==> config.mk <==
export PLATFORM = sky130hd
export DESIGN_NAME = key_entry
export DESIGN_NICKNAME = d
export VERILOG_FILES = /design/src/rtl/key_entry.sv
export SDC_FILE = /design/constraint.sdc
export NUM_CORES = 1
export LEC_CHECK = 0
export CORE_MARGIN = 2
export CORE_UTILIZATION = 30
export DETAILED_ROUTE_END_ITERATION = 6
export GPL_TIMING_DRIVEN = 0
export SLEW_MARGIN = 20
export SYNTH_ARGS = -nofsm -noshare
export SYNTH_HDL_FRONTEND = slang
export SYNTH_SLANG_ARGS = --single-unit
==> constraint.sdc <==
create_clock -name clk -period 2.1 [get_ports clk]
set_clock_uncertainty 0.05 [all_clocks]
set_input_delay 0.63 -clock clk [delete_from_list [all_inputs] [get_ports clk]]
set_output_delay 0.63 -clock clk [all_outputs]
set_load 0.02 [all_outputs]
==> src/rtl/key_entry.sv <==
// key_entry: debounces raw keypad codes and turns accepted keys into digit write strobes,
// operand-select toggles (enter) and clear pulses. Outputs are registered.
// Optional macro KEY_ENTRY_DEBOUNCE_EN: defined = DB_CYCLES-sample debounce, undefined = single-sample accept.

`ifndef KEY_NONE
`define KEY_0    5'd0
`define KEY_1    5'd1
`define KEY_2    5'd2
`define KEY_3    5'd3
`define KEY_4    5'd4
`define KEY_5    5'd5
`define KEY_6    5'd6
`define KEY_7    5'd7
`define KEY_8    5'd8
`define KEY_9    5'd9
`define KEY_ENT  5'd10
`define KEY_CLR  5'd11
`define KEY_NONE 5'd31
`define SL_A     3'b001
`define SL_B     3'b010
`endif

module key_entry #(
  parameter int DB_CYCLES = 16
) (
  input  logic       clk,
  input  logic       rst,
  input  logic [4:0] key_raw,
  output logic [4:0] key,
  output logic [1:0] index,
  output logic       enabled,
  output logic [2:0] ST_L,
  output logic       clr
);

  typedef enum logic [1:0] {IDLE, DEBOUNCE, ACCEPT, HELD} state_t;

  state_t     state, state_nx;
  logic [4:0] key_q;
  logic [4:0] cand, cand_nx;
  logic       stab_done;   // candidate has been seen stable long enough
  logic       rel_done;    // key has been released long enough to re-arm

  logic [4:0] key_nx;
  logic [1:0] index_nx;
  logic       enabled_nx;
  logic       clr_nx;
  logic [2:0] st_l_nx;

  // Single synchronising stage; all decisions use key_q only
  always_ff @(posedge clk) begin
    if (rst) key_q <= `KEY_NONE;
    else     key_q <= key_raw;
  end

`ifdef KEY_ENTRY_DEBOUNCE_EN
  localparam int            CW       = $clog2(DB_CYCLES + 1);
  localparam logic [CW-1:0] DB_MAX   = CW'(DB_CYCLES);
  localparam logic [CW-1:0] REL_LAST = CW'(DB_CYCLES - 1);

  logic [CW-1:0] stab_cnt, stab_nx;
  logic [CW-1:0] rel_cnt, rel_nx;

  assign stab_done = (stab_cnt >= DB_MAX);
  assign rel_done  = (key_q == `KEY_NONE) && (rel_cnt >= REL_LAST);

  // Stability and release counters
  always_ff @(posedge clk) begin
    if (rst) begin
      stab_cnt <= '0;
      rel_cnt  <= '0;
    end else begin
      stab_cnt <= stab_nx;
      rel_cnt  <= rel_nx;
    end
  end

  // Counter next values: load on new candidate, saturate at DB_CYCLES, clear otherwise
  always_comb begin
    stab_nx = '0;
    rel_nx  = '0;
    case (state)
      IDLE: begin
        if (key_q != `KEY_NONE) stab_nx = CW'(1);
      end
      DEBOUNCE: begin
        if (!stab_done) begin
          if (key_q == cand)
            stab_nx = (stab_cnt >= DB_MAX) ? stab_cnt : stab_cnt + CW'(1);
          else if (key_q != `KEY_NONE)
            stab_nx = CW'(1);
        end
      end
      HELD: begin
        if (key_q == `KEY_NONE && !rel_done)
          rel_nx = (rel_cnt >= DB_MAX) ? rel_cnt : rel_cnt + CW'(1);
      end
      default: ;
    endcase
  end
`else
  // Without debouncing the first sample is enough in both directions
  assign stab_done = 1'b1;
  assign rel_done  = (key_q == `KEY_NONE);
`endif

  // State and candidate registers
  always_ff @(posedge clk) begin
    if (rst) begin
      state <= IDLE;
      cand  <= `KEY_NONE;
    end else begin
      state <= state_nx;
      cand  <= cand_nx;
    end
  end

  // Next-state logic; a changed non-NONE code restarts debouncing with the new candidate
  always_comb begin
    state_nx = state;
    cand_nx  = cand;
    case (state)
      IDLE: begin
        if (key_q != `KEY_NONE) begin
          state_nx = DEBOUNCE;
          cand_nx  = key_q;
        end
      end
      DEBOUNCE: begin
        if (stab_done)                 state_nx = ACCEPT;
        else if (key_q == `KEY_NONE)   state_nx = IDLE;
        else if (key_q != cand)        cand_nx  = key_q;
      end
      ACCEPT:  state_nx = HELD;
      HELD: begin
        if (rel_done) state_nx = IDLE;
      end
      default: state_nx = IDLE;
    endcase
  end

  // Output next values: act on the candidate while in ACCEPT; position advances after the strobe
  always_comb begin
    key_nx     = key;
    index_nx   = enabled ? index + 2'd1 : index;
    enabled_nx = 1'b0;
    clr_nx     = 1'b0;
    st_l_nx    = ST_L;
    if (state == ACCEPT) begin
      if (cand <= `KEY_9) begin
        enabled_nx = 1'b1;
        key_nx     = cand;
      end else if (cand == `KEY_ENT) begin
        st_l_nx  = (ST_L == `SL_A) ? `SL_B : `SL_A;
        index_nx = 2'd0;
      end else if (cand == `KEY_CLR) begin
        clr_nx   = 1'b1;
        index_nx = 2'd0;
      end
    end
  end

  // Registered outputs
  always_ff @(posedge clk) begin
    if (rst) begin
      key     <= `KEY_NONE;
      index   <= 2'd0;
      enabled <= 1'b0;
      clr     <= 1'b0;
      ST_L    <= `SL_A;
    end else begin
      key     <= key_nx;
      index   <= index_nx;
      enabled <= enabled_nx;
      clr     <= clr_nx;
      ST_L    <= st_l_nx;
    end
  end

endmodule

==> metrics.csv <==
stage;metric;value;unit
logic_synthesis;syn_area_per_cell;9.53;um2
route;wl_per_cell;11.2;um
pwr;switchingPower;0.000344;W
grt;gr-total-overflow;0;
grt;grt_most_used_layer;met2;
grt;grt_pass1_wl;3050;um
grt;antenna_found_initial;0;
route;routed_wl;1870;um
critical_path;setup.worst_path.start_class;register;
critical_path;crit_chain;clkdlybuf4s50_1;
critical_path;crit_slowest_cell;clkdlybuf4s50_1;
logic_synthesis;syn_nets;112;
logic_synthesis;async_flop_share;0;
logic_synthesis;seq_area_frac_synth;0.474;
final_layout;diodes;0;
placed_design;portBuffers;17;
route;ant_nets;0;
status;status;complete, no violations;
critical_path;worstReg2RegEnd;state[0]$_SDFFE_PP0P_;
clock_tree;post-cts-setup-buffer-count;0;
logic_synthesis;synth_ff_type;dfxtp_1;
pwr;intPower;0.000679;W
clock_tree;clock_path_buffers;2;
clock_tree;cts.reportedPaths.clkPinSlew;130;ps
clock_tree;numCtsBuffers;3;
final_layout;final_common_cell;dfxtp_1;
die;dieHeight;60.9;um
logic_synthesis;synth.area.top_cells;dfxtp_1 (47%), ha_1 (3.9%), or2_2 (3.2%);
final_layout;area_growth_syn_to_layout;26.0;%
grt;grt_usage;0.111;
grt;grt_max_degree;14;
route;dr.pass1.iters;4;
critical_path;worstPathMaxFanout;3;
pwr;p_per_area;835;nW/um2
critical_path;arrival;1320;ps
logic_synthesis;yosys_warnings;0;
sta;tns;0;ps
grt;grt_use_met3;0.0256;
sta;hold_viol_final;0;
placed_design;post-dp-hpwl;1430;um
die;start_util;0.316;
critical_path;critPathCaptureType;primary output;
logic_synthesis;post_synth_instance_area;972;um2
die;dieArea;3710;um2
logic_synthesis;synth-edff-count;0;
critical_path;r2r-start;state[1]$_SDFFE_PP0P_;
sta;hold_ws;425;ps
job;cap_violations;0;
final_layout;final_util;0.398;
clock_tree;clock_latency;310;ps
final_layout;nets;134;
route;viasPerCell;4.78;
logic_synthesis;yosysUniqueCellTypes;36;
final_layout;drive_above_1_share;0.138;
clock_tree;cts-root-buf;clkbuf_4;
die;pin_count;19;
sta;fin_crit_sh;0.952;
pwr;p_leak;0.473;nW
critical_path;worstPathRequired;1420;ps
clock_tree;clkSinkCount;23;
critical_path;crit_start;enabled$_SDFF_PP0_;
die;fp.dieW;60.9;um
pwr;vdd_drop_max;0.306;mV
route;drtIter0Drc;10;
sta;max_freq;500;MHz
critical_path;path_depth;1;
critical_path;reg2regPathDepth;6;
route;drc_errors;0;
clock_tree;cts-hold-fix-buffers;0;
grt;grt_pass1_vias;720;
final_layout;final_cell_mix;dfxtp_1 (23), clkdlybuf4s50_1 (17), nor2_1 (8);
die;row_count;20;
route;vias;798;
sta;rsz0062_at_grt;false;
placed_design;place_congestion;0.710;
logic_synthesis;synthCells;102;
critical_path;critPathKind;register to primary output;
critical_path;reg2reg_slack;440;ps
pwr;combPwrFrac;0.284;
clock_tree;post_cts_resized;0;
critical_path;critical_path.top_delay_family;buffers and inverters;
pwr;sw_frac_of_total;0.336;
pwr;clock_power_share;0.201;
logic_synthesis;yosysTopAreaCell;dfxtp_1;
critical_path;max_stage_delay;620;ps
clock_tree;cts_max_level;1;
logic_synthesis;synth_seq_cells;23;
sta;setup_viol;0;
clock_tree;cts_tree;yes;
critical_path;critPathBufInv;1;
grt;met1_usage;0.140;
sta;fin_crit;2000;ps
critical_path;crit_end;enabled;
die;core;3080;um2
logic_synthesis;synth.top_cell.area_share;0.474;
min_path;hp-class;register to register;
pwr;seqPwrFrac;0.515;
sta;slew_violations;0;
grt;grt_util_met2;0.178;
cell families after synthesis:
kind of cell | Yosys count | synth area share
simple gates | 39 | 0.223
fa+ha+maj | 3 | 0.0386
flops | 23 | 0.474
xor+xnor | 2 | 0.0180
other cells | 1 | 0.00386
buf+inv | 9 | 0.0450
mux | 2 | 0.0219
compound gates | 23 | 0.176
sequential cells by signal, summed over array words and instances (netlist names):
signal   flops
enabled      1
ST_L         2
key          5
index        2
clr          1
state        2
cand         5
key_q        5
cell type report:
| class | instances | area (um2) |
|---|---|---|
| buffer | 4 | 25.0 |
| clock buffer | 3 | 22.5 |
| clock inverter | 1 | 5.00 |
| fill | 328 | 1850 |
| inverter | 5 | 18.8 |
| multi-input combinational | 70 | 468 |
| sequential | 23 | 460 |
| tap | 44 | 55.1 |
| timing repair buffer | 17 | 170 |
power groups by stage:
stage	registers, W	logic, W	clock network [W]
floorplan	0.000527	0.000224	0
global route	0.000534	0.000331	0.000231
finish	0.000527	0.000291	0.000206
detailed placement	0.000536	0.000289	0
global placement	0.000536	0.000277	0
CTS	0.000526	0.000292	0.000219
worst min path at each step:
stage	startpoint	endpoint	slack (ps)	cells after the start
final	key[4]$_SDFFE_PP1P_	key[4]$_SDFFE_PP1P_	420	1
after global routing	key[4]$_SDFFE_PP1P_	key[4]$_SDFFE_PP1P_	440	1
after CTS	key[4]$_SDFFE_PP1P_	key[4]$_SDFFE_PP1P_	430	1
after detailed placement	key[4]$_SDFFE_PP1P_	key[4]$_SDFFE_PP1P_	400	1
after global placement	key[4]$_SDFFE_PP1P_	key[4]$_SDFFE_PP1P_	390	1
after floorplan	cand[4]$_SDFFE_PP1P_	cand[4]$_SDFFE_PP1P_	440	2
layer usage:
metal  vias up  routed length [um]
met5         -                   0
met4         0                  34
met2        18                 884
met3         5                  71
li1        404                   -
met1       371                 883
metrics by stage:
step                      cell area (um2)  std cells  worst slack, ps  total power [W]
after floorplan                       972        102              544         0.000751
after global placement               1200        163              119         0.000814
after detailed placement             1200        163             59.8         0.000825
after CTS                            1220        167             76.1          0.00104
after global routing                 1220        167             38.0          0.00110
final                                1220        167              101          0.00102
cells in the mapped netlist (2+ instances only):
cell	instances
a21boi_0	3
a21oi_1	5
a311o_1	3
and3_1	2
buf_2	2
buf_4	2
dfxtp_1	23
ha_1	3
inv_1	5
nand2_1	6
nand2b_1	2
nand4_1	3
nor2_1	8
nor3_1	5
o21ai_0	4
o311a_1	2
or2_2	5
No activity file was read; power rests on OpenSTA's default activity.
